$ cat src/rtl/pipeline_hazard_unit_if.sv
// Hazard-unit bundle: pipeline-stage register/control taps in, stall/flush/forward controls out.
// master = pipeline datapath side, slave = hazard unit.
interface pipeline_hazard_unit_if #(
  parameter int REG_AW = 7,
  parameter int CNT_W  = 16
);
  logic [REG_AW-1:0] rs_d, rt_d;
  logic              uses_rs_d, uses_rt_d;
  logic              branch_d, branch_taken_d;
  logic              md_op_d, hilo_rd_d;
  logic [REG_AW-1:0] rs_e, rt_e, wreg_e;
  logic              regwrite_e, memread_e, md_start_e;
  logic [REG_AW-1:0] wreg_m;
  logic              regwrite_m, memread_m;
  logic [REG_AW-1:0] wreg_w;
  logic              regwrite_w;
  logic              mem_busy, exc_req;

  logic              stall_f, stall_d, stall_e, stall_m, stall_w;
  logic              flush_d, flush_e, flush_m, flush_w;
  logic [1:0]        fwd_ad, fwd_bd, fwd_ae, fwd_be;
  logic              md_busy, exc_redirect;
  logic [CNT_W-1:0]  stall_cycles;

  modport master (
    output rs_d, rt_d, uses_rs_d, uses_rt_d, branch_d, branch_taken_d, md_op_d, hilo_rd_d,
           rs_e, rt_e, wreg_e, regwrite_e, memread_e, md_start_e,
           wreg_m, regwrite_m, memread_m, wreg_w, regwrite_w, mem_busy, exc_req,
    input  stall_f, stall_d, stall_e, stall_m, stall_w,
           flush_d, flush_e, flush_m, flush_w,
           fwd_ad, fwd_bd, fwd_ae, fwd_be, md_busy, exc_redirect, stall_cycles
  );

  modport slave (
    input  rs_d, rt_d, uses_rs_d, uses_rt_d, branch_d, branch_taken_d, md_op_d, hilo_rd_d,
           rs_e, rt_e, wreg_e, regwrite_e, memread_e, md_start_e,
           wreg_m, regwrite_m, memread_m, wreg_w, regwrite_w, mem_busy, exc_req,
    output stall_f, stall_d, stall_e, stall_m, stall_w,
           flush_d, flush_e, flush_m, flush_w,
           fwd_ad, fwd_bd, fwd_ae, fwd_be, md_busy, exc_redirect, stall_cycles
  );
endinterface

$ cat src/rtl/pipeline_hazard_unit.sv
// 5-stage pipeline hazard unit: operand forwarding, load-use/branch/mul-div interlocks,
// memory-wait stalls and a precise-exception drain/flush/redirect sequencer.
module pipeline_hazard_unit #(
  parameter int REG_AW     = 7,
  parameter int MD_LATENCY = 4,
  parameter int CNT_W      = 16
) (
  input  logic                  clk,
  input  logic                  rst,
  pipeline_hazard_unit_if.slave hz
);
  localparam int MD_W = (MD_LATENCY > 0) ? $clog2(MD_LATENCY + 1) : 1;

  typedef enum logic [1:0] {IDLE, DRAIN, FLUSH, REDIRECT} exc_state_e;

  exc_state_e       state_q, state_d;
  logic [MD_W-1:0]  md_cnt_q, md_cnt_d;
  logic [CNT_W-1:0] stall_cnt_q, stall_cnt_d;

  // forwarding: lanes {rt_e, rs_e, rt_d, rs_d}
  logic [3:0][REG_AW-1:0] fwd_src;
  logic [3:0][1:0]        fwd_sel;

  assign fwd_src = {hz.rt_e, hz.rs_e, hz.rt_d, hz.rs_d};

  always_comb begin
    for (int i = 0; i < 4; i++) begin
      fwd_sel[i] = 2'b00;
      if (!rst && fwd_src[i] != '0) begin
        // a load in M shadows an older W write of the same register
        if (hz.regwrite_m && hz.wreg_m == fwd_src[i])
          fwd_sel[i] = hz.memread_m ? 2'b00 : 2'b01;
        else if (hz.regwrite_w && hz.wreg_w == fwd_src[i])
          fwd_sel[i] = 2'b10;
      end
    end
  end

  assign hz.fwd_ad = fwd_sel[0];
  assign hz.fwd_bd = fwd_sel[1];
  assign hz.fwd_ae = fwd_sel[2];
  assign hz.fwd_be = fwd_sel[3];

  logic d_hit_e, d_hit_m, load_use, branch_haz, md_haz, data_haz, md_busy;

  assign d_hit_e = hz.regwrite_e && hz.wreg_e != '0 &&
                   ((hz.uses_rs_d && hz.rs_d == hz.wreg_e) ||
                    (hz.uses_rt_d && hz.rt_d == hz.wreg_e));
  assign d_hit_m = hz.memread_m && hz.regwrite_m && hz.wreg_m != '0 &&
                   ((hz.uses_rs_d && hz.rs_d == hz.wreg_m) ||
                    (hz.uses_rt_d && hz.rt_d == hz.wreg_m));

  assign load_use   = hz.memread_e && d_hit_e;
  assign branch_haz = hz.branch_d && (d_hit_e || d_hit_m);
  assign md_busy    = md_cnt_q != '0;
  assign md_haz     = md_busy && (hz.md_op_d || hz.hilo_rd_d);
  assign data_haz   = load_use || branch_haz || md_haz;

  // stall = {w,m,e,d,f}, flush = {w,m,e,d}
  logic [4:0] stall;
  logic [3:0] flush;
  logic       redirect;

  always_comb begin
    stall    = '0;
    flush    = '0;
    redirect = 1'b0;
    if (!rst) begin
      case (state_q)
        IDLE: begin
          if (hz.exc_req || hz.mem_busy) stall = '1;
          else if (data_haz)             begin stall = 5'b00011; flush = 4'b0010; end
          else if (hz.branch_taken_d)    flush = 4'b0001;
        end
        DRAIN:    stall = '1;
        FLUSH:    flush = '1;
        REDIRECT: begin redirect = 1'b1; flush = 4'b0001; end
        default:  ;
      endcase
    end
  end

  assign hz.stall_f      = stall[0];
  assign hz.stall_d      = stall[1];
  assign hz.stall_e      = stall[2];
  assign hz.stall_m      = stall[3];
  assign hz.stall_w      = stall[4];
  assign hz.flush_d      = flush[0];
  assign hz.flush_e      = flush[1];
  assign hz.flush_m      = flush[2];
  assign hz.flush_w      = flush[3];
  assign hz.exc_redirect = redirect;
  assign hz.md_busy      = !rst && md_busy;
  assign hz.stall_cycles = stall_cnt_q;

  always_comb begin
    state_d = state_q;
    case (state_q)
      IDLE:     if (hz.exc_req) state_d = hz.mem_busy ? DRAIN : FLUSH;
      DRAIN:    if (!hz.mem_busy) state_d = FLUSH;
      FLUSH:    state_d = REDIRECT;
      REDIRECT: state_d = IDLE;
      default:  state_d = IDLE;
    endcase
  end

  always_comb begin
    md_cnt_d = md_cnt_q;
    if (state_q == FLUSH)              md_cnt_d = '0;
    else if (hz.md_start_e && !stall[2]) md_cnt_d = MD_W'(MD_LATENCY);
    else if (md_busy)                  md_cnt_d = md_cnt_q - MD_W'(1);
  end

  always_comb begin
    stall_cnt_d = stall_cnt_q;
    if (stall[0] && !(&stall_cnt_q)) stall_cnt_d = stall_cnt_q + CNT_W'(1);
  end

  always_ff @(posedge clk) begin
    if (rst) begin
      state_q     <= IDLE;
      md_cnt_q    <= '0;
      stall_cnt_q <= '0;
    end else begin
      state_q     <= state_d;
      md_cnt_q    <= md_cnt_d;
      stall_cnt_q <= stall_cnt_d;
    end
  end
endmodule

$ cat src/flat_wrapper.sv
// flat-port wrapper written by rule: the top's interface ports become plain ports
module pipeline_hazard_unit_flat 
#(
  parameter int REG_AW     = 7,
  parameter int MD_LATENCY = 4,
  parameter int CNT_W      = 16
)
  (clk, rst, hz_rs_d, hz_rt_d, hz_uses_rs_d, hz_uses_rt_d, hz_branch_d, hz_branch_taken_d, hz_md_op_d, hz_hilo_rd_d, hz_rs_e, hz_rt_e, hz_wreg_e, hz_regwrite_e, hz_memread_e, hz_md_start_e, hz_wreg_m, hz_regwrite_m, hz_memread_m, hz_wreg_w, hz_regwrite_w, hz_mem_busy, hz_exc_req, hz_stall_f, hz_stall_d, hz_stall_e, hz_stall_m, hz_stall_w, hz_flush_d, hz_flush_e, hz_flush_m, hz_flush_w, hz_fwd_ad, hz_fwd_bd, hz_fwd_ae, hz_fwd_be, hz_md_busy, hz_exc_redirect, hz_stall_cycles);
  pipeline_hazard_unit_if #(.REG_AW(REG_AW), .CNT_W(CNT_W)) hz_i ();
  input  logic clk;
  input  logic rst;
  input wire logic [$bits(hz_i.rs_d)-1:0] hz_rs_d;
  input wire logic [$bits(hz_i.rt_d)-1:0] hz_rt_d;
  input wire logic [$bits(hz_i.uses_rs_d)-1:0] hz_uses_rs_d;
  input wire logic [$bits(hz_i.uses_rt_d)-1:0] hz_uses_rt_d;
  input wire logic [$bits(hz_i.branch_d)-1:0] hz_branch_d;
  input wire logic [$bits(hz_i.branch_taken_d)-1:0] hz_branch_taken_d;
  input wire logic [$bits(hz_i.md_op_d)-1:0] hz_md_op_d;
  input wire logic [$bits(hz_i.hilo_rd_d)-1:0] hz_hilo_rd_d;
  input wire logic [$bits(hz_i.rs_e)-1:0] hz_rs_e;
  input wire logic [$bits(hz_i.rt_e)-1:0] hz_rt_e;
  input wire logic [$bits(hz_i.wreg_e)-1:0] hz_wreg_e;
  input wire logic [$bits(hz_i.regwrite_e)-1:0] hz_regwrite_e;
  input wire logic [$bits(hz_i.memread_e)-1:0] hz_memread_e;
  input wire logic [$bits(hz_i.md_start_e)-1:0] hz_md_start_e;
  input wire logic [$bits(hz_i.wreg_m)-1:0] hz_wreg_m;
  input wire logic [$bits(hz_i.regwrite_m)-1:0] hz_regwrite_m;
  input wire logic [$bits(hz_i.memread_m)-1:0] hz_memread_m;
  input wire logic [$bits(hz_i.wreg_w)-1:0] hz_wreg_w;
  input wire logic [$bits(hz_i.regwrite_w)-1:0] hz_regwrite_w;
  input wire logic [$bits(hz_i.mem_busy)-1:0] hz_mem_busy;
  input wire logic [$bits(hz_i.exc_req)-1:0] hz_exc_req;
  output wire logic [$bits(hz_i.stall_f)-1:0] hz_stall_f;
  output wire logic [$bits(hz_i.stall_d)-1:0] hz_stall_d;
  output wire logic [$bits(hz_i.stall_e)-1:0] hz_stall_e;
  output wire logic [$bits(hz_i.stall_m)-1:0] hz_stall_m;
  output wire logic [$bits(hz_i.stall_w)-1:0] hz_stall_w;
  output wire logic [$bits(hz_i.flush_d)-1:0] hz_flush_d;
  output wire logic [$bits(hz_i.flush_e)-1:0] hz_flush_e;
  output wire logic [$bits(hz_i.flush_m)-1:0] hz_flush_m;
  output wire logic [$bits(hz_i.flush_w)-1:0] hz_flush_w;
  output wire logic [$bits(hz_i.fwd_ad)-1:0] hz_fwd_ad;
  output wire logic [$bits(hz_i.fwd_bd)-1:0] hz_fwd_bd;
  output wire logic [$bits(hz_i.fwd_ae)-1:0] hz_fwd_ae;
  output wire logic [$bits(hz_i.fwd_be)-1:0] hz_fwd_be;
  output wire logic [$bits(hz_i.md_busy)-1:0] hz_md_busy;
  output wire logic [$bits(hz_i.exc_redirect)-1:0] hz_exc_redirect;
  output wire logic [$bits(hz_i.stall_cycles)-1:0] hz_stall_cycles;
  assign hz_i.rs_d = hz_rs_d;
  assign hz_i.rt_d = hz_rt_d;
  assign hz_i.uses_rs_d = hz_uses_rs_d;
  assign hz_i.uses_rt_d = hz_uses_rt_d;
  assign hz_i.branch_d = hz_branch_d;
  assign hz_i.branch_taken_d = hz_branch_taken_d;
  assign hz_i.md_op_d = hz_md_op_d;
  assign hz_i.hilo_rd_d = hz_hilo_rd_d;
  assign hz_i.rs_e = hz_rs_e;
  assign hz_i.rt_e = hz_rt_e;
  assign hz_i.wreg_e = hz_wreg_e;
  assign hz_i.regwrite_e = hz_regwrite_e;
  assign hz_i.memread_e = hz_memread_e;
  assign hz_i.md_start_e = hz_md_start_e;
  assign hz_i.wreg_m = hz_wreg_m;
  assign hz_i.regwrite_m = hz_regwrite_m;
  assign hz_i.memread_m = hz_memread_m;
  assign hz_i.wreg_w = hz_wreg_w;
  assign hz_i.regwrite_w = hz_regwrite_w;
  assign hz_i.mem_busy = hz_mem_busy;
  assign hz_i.exc_req = hz_exc_req;
  assign hz_stall_f = hz_i.stall_f;
  assign hz_stall_d = hz_i.stall_d;
  assign hz_stall_e = hz_i.stall_e;
  assign hz_stall_m = hz_i.stall_m;
  assign hz_stall_w = hz_i.stall_w;
  assign hz_flush_d = hz_i.flush_d;
  assign hz_flush_e = hz_i.flush_e;
  assign hz_flush_m = hz_i.flush_m;
  assign hz_flush_w = hz_i.flush_w;
  assign hz_fwd_ad = hz_i.fwd_ad;
  assign hz_fwd_bd = hz_i.fwd_bd;
  assign hz_fwd_ae = hz_i.fwd_ae;
  assign hz_fwd_be = hz_i.fwd_be;
  assign hz_md_busy = hz_i.md_busy;
  assign hz_exc_redirect = hz_i.exc_redirect;
  assign hz_stall_cycles = hz_i.stall_cycles;
  pipeline_hazard_unit #(.REG_AW(REG_AW), .MD_LATENCY(MD_LATENCY), .CNT_W(CNT_W)) u_core (.clk(clk), .rst(rst), .hz(hz_i));
endmodule
$ cat config.mk
export PLATFORM = sky130hd
export DESIGN_NAME = pipeline_hazard_unit_flat
export DESIGN_NICKNAME = d
export VERILOG_FILES = /design/src/rtl/pipeline_hazard_unit_if.sv /design/src/rtl/pipeline_hazard_unit.sv /design/src/flat_wrapper.sv
export SDC_FILE = /design/constraint.sdc
export NUM_CORES = 1
export LEC_CHECK = 0
export ABC_CLOCK_PERIOD_IN_PS = 2800
export CORE_ASPECT_RATIO = 0.6
export CORE_MARGIN = 2
export CORE_UTILIZATION = 43
export DETAILED_ROUTE_END_ITERATION = 8
export PLACE_DENSITY = 0.8
export SYNTH_ARGS = -nofsm -noshare
export SYNTH_HDL_FRONTEND = slang
export SYNTH_SLANG_ARGS = --single-unit
$ cat constraint.sdc
create_clock -name clk -period 2.8 [get_ports clk]
set_clock_uncertainty 0.15 [all_clocks]
set_input_delay 0.28 -clock clk [delete_from_list [all_inputs] [get_ports clk]]
set_output_delay 0.28 -clock clk [all_outputs]
set_load 0.03 [all_outputs]
## Yosys cells after proc, flatten, opt, wreduce, memory -nomap -nowiden

Index checks and enable logic that the tools add are counted.
Widths: inputs -> output; s select.

| storage, ports and cells | value |
|---|---|
| word-level logic and storage cells | 103 |
| output and inout bits | 35 |
| bits of input ports | 65 |
| register bits after elaboration | 21 |

| cells by class | value |
|---|---|
| add/subtract/negate cells | 2 |
| multiplexer cells | 30 |
| equality and inequality tests | 17 |
| reduce and logical (&&, ||, !) cells | 50 |

Operator list:

| kind | count |
|---|---|
| $eq 7x7->1 | 12 |
| $reduce_bool 7->1 | 6 |
| $mux 2 | 16 |
| $logic_and 1x1->1 | 27 |
| $add 16x1->16 const B | 1 |
| $reduce_and 16->1 | 1 |
| $mux 4 | 3 |
| $pmux 4 s3 | 1 |
| $mux 5 | 2 |
| $pmux 5 s2 | 1 |
| $pmux 2 s4 | 1 |
| $logic_or 1x1->1 | 7 |
| $mux 3 | 2 |
| $eq 2x2->1 const B | 2 |
| $mux 1 | 4 |
| $ne 2x2->1 const B | 2 |
| $logic_not 1->1 | 3 |
| $reduce_bool 3->1 | 1 |
| $reduce_or 3->1 | 1 |
| $sub 3x1->3 const B | 1 |
| $eq 2x1->1 const B | 1 |
| $logic_not 2->1 | 1 |
| $reduce_and 2->1 | 1 |
| $reduce_bool 2->1 | 1 |
| $reduce_or 2->1 | 1 |

## Depth between registers and ports, before layout

| logic depth | value |
|---|---|
| depth after elaboration | 15 |
| gate-level depth with buffers | 10 |

## Worst setup path before layout

Ideal clock, no wire load.

| timing | value |
|---|---|
| path type | register to output |
| from | register u_core.state_q[0] |
| to | output port hz_stall_f |
| path slack | 0.098 ns |
| data arrival time | 2.272 ns |
| stages on the path, launching flop included | 10 |
| cells stage by stage | dfxtp_1 inv_1 ha_1 o21ai_0 a21oi_1 nor2_1 a31o_2 buf_6 inv_2 buf_4 |

| on the way | value |
|---|---|
| word-level cells in the longest chain between the ends | 3 |
| elaborated cells on any way between the ends | 4 |

RTL lines:

| element | line | text |
|---|---|---|
| start: declaration | pipeline_hazard_unit.sv:16 | `exc_state_e state_q, state_d;` |
| start signal: assignment | pipeline_hazard_unit.sv:125 | `state_q <= state_d;` |
| $eq 2x1->1 or $logic_not 2->1 (tied branches) | pipeline_hazard_unit.sv:69 | `case (state_q)` |
| $pmux 5 s2 (*) | pipeline_hazard_unit.sv:69 |  |
| $mux 5 (*) | pipeline_hazard_unit.sv:68 | `if (!rst) begin` |
| end: declaration | flat_wrapper.sv:33 | `output wire logic [$bits(hz_i.stall_f)-1:0] hz_stall_f;` |

Every way passes the cells marked *; elsewhere a longest branch is shown, timed or not.

## Worst setup path after layout

| timing | value |
|---|---|
| from | input port hz_rt_d[3] |
| to | output port hz_flush_d |

| on the way | value |
|---|---|
| word-level cells in the longest chain between the ends | 12 |
| elaborated cells on any way between the ends | 17 |

RTL lines:

| element | line | text |
|---|---|---|
| start: declaration | flat_wrapper.sv:13 | `input wire logic [$bits(hz_i.rt_d)-1:0] hz_rt_d;` |
| $eq 7x7->1, on equally long branches | pipeline_hazard_unit.sv:48, pipeline_hazard_unit.sv:51 |  |
| $logic_and 1x1->1, on equally long branches | pipeline_hazard_unit.sv:48, pipeline_hazard_unit.sv:51 |  |
| $logic_or 1x1->1, on equally long branches | pipeline_hazard_unit.sv:47, pipeline_hazard_unit.sv:50 |  |
| $logic_and 1x1->1, on equally long branches | pipeline_hazard_unit.sv:46, pipeline_hazard_unit.sv:49 |  |
| $logic_or 1x1->1 | pipeline_hazard_unit.sv:54 | `assign branch_haz = hz.branch_d && (d_hit_e \|\| d_hit_m);` |
| $logic_and 1x1->1 | pipeline_hazard_unit.sv:54 |  |
| $logic_or 1x1->1 (*) (2 in series) | pipeline_hazard_unit.sv:57 | `assign data_haz = load_use \|\| branch_haz \|\| md_haz;` |
| $mux 4 (*) | pipeline_hazard_unit.sv:72 | `else if (data_haz) begin stall = 5'b00011; flush = 4'b0010; end` |
| $mux 4 (*) | pipeline_hazard_unit.sv:71 | `if (hz.exc_req \|\| hz.mem_busy) stall = '1;` |
| $pmux 4 s3 (*) | pipeline_hazard_unit.sv:69 |  |
| $mux 4 (*) | pipeline_hazard_unit.sv:68 |  |
| end: declaration | flat_wrapper.sv:38 | `output wire logic [$bits(hz_i.flush_d)-1:0] hz_flush_d;` |

Marked as above.

==> flow_metrics.py <==
metrics = {
    "drt": {
        "finalWirelength_um": 9540,
        "vias_per_cell": 5.71,
        "drcViolationCount": 0,
        "vias": 2836,
        "drtIter0Drc": 406,
        "post_drt_wl_per_cell_um": 19.2,
        "first_pass_iters": 5,
        "ant_nets": 0,
    },
    "flow_run": {
        "drv_cap": 0,
    },
    "timing": {
        "fmax_mhz": 362,
        "hold_ws_ns": 0.349,
        "slew_headroom_pct": 72.0,
        "worst_slew_pin_slew_ns": 0.415,
        "setup_tns_ns": 0,
        "setup_ws_ns": 0.0379,
        "final_hold_viol_count": 0,
        "fin_crit_sh_pct": 98.6,
        "period_minus_slack_ns": 2.76,
        "setup_viol": 0,
        "slew_violations": 0,
        "rsz0062_at_grt": "false",
    },
    "finish": {
        "nFillCells": 411,
        "drive_gt1_share_pct": 19.5,
        "area_delta_synth_final_pct": 62.3,
        "antennaDiodeCount": 0,
        "regArea_sq_um": 420,
        "fin_util_pct": 73.3,
        "num-nets-final": 505,
        "layout_commonest_cell": "clkdlybuf4s50_1",
        "multi_input_area_sq_um": 1800,
        "final_cell_mix": "clkdlybuf4s50_1, xnor2_1, buf_4",
    },
    "floorplan": {
        "design.core.area_sq_um": 5130,
        "pin_count": 100,
        "die_h_um": 60.9,
        "fp.dieArea_sq_um": 6010,
        "rows": 20,
        "initial_core_util_pct": 45.2,
        "die_w_um": 98.8,
    },
    "cts": {
        "cts_max_path_buffers": 2,
        "clock_latency_ns": 0.27,
        "tritoncts": "done",
        "h-tree-depth": 1,
        "clkTransAtPathRegs_ns": 0.08,
        "cts.sinks": 21,
        "cts_inserted_buffers": 3,
        "root_buffer": "clkbuf_8",
    },
    "global_routing": {
        "antenna_found_initial": 0,
        "grt_use_total_pct": 31.5,
        "grt_first_pass_wirelength_um": 14300,
        "grt_pass1_vias": 2561,
        "grt_max_degree": 20,
        "grt_overflow": 0,
    },
    "setup_path": {
        "r2r-start": "u_core.state_q[1]$_SDFFE_PP0P_",
        "crit_path_end_kind": "output port",
        "crit_type": "in -> out",
        "worst-endpoint-required_ns": 2.37,
        "cp_max_fo": 3,
        "startpoint_type": "input pin",
        "arrival_ns": 2.33,
        "crit_start": "hz_rt_d[3]",
    },
    "logic_synthesis": {
        "yosysTopAreaCell": "xnor2_1",
        "yosysSeqAreaShare_pct": 18.1,
        "synth_fp_nets": 375,
        "syn_area_per_cell_sq_um": 7.68,
        "yosys_warnings": 0,
        "synth_cells": 302,
        "netlist-cell-type-count": 44,
        "synth_edf_count": 0,
        "postSynth.asyncResetShare_pct": 0,
        "synth_ff_type": "dfxtp_1",
        "netlist_area_sq_um": 2320,
        "ys_seq_elements": 21,
        "synth_top_area_share_pct": 24.6,
        "synth_area_leaders": "xnor2_1, dfxtp_1, nand4_1, ha_1, nor2_1",
    },
    "placement": {
        "io_buffers": 99,
        "place.gp.congestion": 1.04,
        "dp_hpwl_um": 7970,
        "pre_cts_ws_ns": -0.0652,
    },
    "power_and_ir_drop": {
        "ir_drop_uv": 370,
        "p_leak_nw": 1.49,
        "cellPowerDensity_nw_per_um2": 470,
    },
    "worst_hold_path": {
        "hold_path_startpoint": "u_core.md_cnt_q[1]$_SDFFE_PP0N_",
        "hp-class": "reg -> reg",
    },
    "run_status": {
        "outcome": "finished, final reports clean",
    },
}
registers in the layout, summed over array words and instances, names as in the netlist:
name / count
u_core.md_cnt_q: 3
u_core.state_q: 2
u_core.hz.stall_cycles: 16
routing by layer:
layer / vias to the layer above / global-route usage, % / part of all wire [%]
met2: 150 / 44.5 / 41
met5: - / 0 / 0
met1: 1340 / 49.3 / 49
met4: 0 / 4.11 / 1.0
li1: 1331 / - / -
met3: 15 / 7.03 / 9.2
cells by family after synthesis:
logic type                 share of synthesized area, %
muxes                                              1.83
adders and majority gates                          4.32
AOI/OAI and AO/OA                                  12.8
xor gates and xnor gates                           26.8
buffers and inverters                              7.72
and+or+nand+nor                                    28.3
DFF                                                18.1
layout make-up:
| type | count | share of cell area, % |
|---|---|---|
| Clock buffer | 4 | 1.20 |
| Inverter | 10 | 1.06 |
| Multi-Input combinational cell | 247 | 47.8 |
| Sequential cell | 21 | 11.2 |
| Tap cell | 66 | 2.19 |
| Timing Repair Buffer | 149 | 36.5 |
stage by stage:
| step | instances | power [mW] | area, sq um |
|---|---|---|---|
| finish | 497 | 1.77 | 3760 |
| global route | 497 | 1.88 | 3760 |
| CTS | 496 | 1.70 | 3650 |
| detailed placement | 492 | 1.50 | 3580 |
| global placement | 492 | 1.47 | 3580 |
| floorplan | 302 | 1.06 | 2320 |
timing repair:
item                                    4_1_cts  5_1_grt
setup buffers                                 0        1
hold buffers                                  0        0
hold endpoints to repair                      0        0
pin swaps                                     0        5
resized for setup                             6       28
endpoints found under the setup margin        4        5
cloned                                        0        0
Yosys cell counts (2+ instances only):
master	count
o211ai_1	3
nand2_1	16
nand4b_1	2
buf_4	4
nor3_1	7
o21ai_0	11
or3_1	4
nand3_1	10
nand2b_1	3
xnor2_1	65
o41ai_1	2
nor2_1	21
clkbuf_1	10
nor2b_1	5
ha_1	8
nor4_1	11
buf_6	4
mux2_2	2
buf_2	5
inv_1	9
xor2_1	6
nand4_1	23
a211oi_1	5
o31ai_1	4
and3_1	7
mux2i_1	2
or4_1	3
a21oi_1	12
dfxtp_1	21
o311ai_0	3
critical path, stage by stage:
cell and delay (ns):
clkdlybuf4s50_1 0.63, xor2_1 0.29, nor4_4 0.08, a32oi_2 0.20
nand3_1 0.12, or2_2 0.32, a211oi_2 0.21, buf_4 0.19
worst paths after layout:
path | endpoint | slack [ns] | cells after the start
setup / recovery | hz_flush_d | 0.04 | 8
hold reg to reg | u_core.md_cnt_q[1]$_SDFFE_PP0N_ | 0.35 | 2
setup reg to reg | u_core.hz.stall_cycles[13]$_SDFFE_PP0P_ | 0.23 | 9
hold / removal | u_core.md_cnt_q[1]$_SDFFE_PP0N_ | 0.35 | 2
where the power goes:
part	internal (mW)	total (mW)	switching, mW
Clock	0.102	0.204	0.102
Sequential	0.345	0.386	0.0415
Combinational	0.535	1.18	0.645
Total	0.981	1.77	0.789
(Power assumes the default switching activity.)
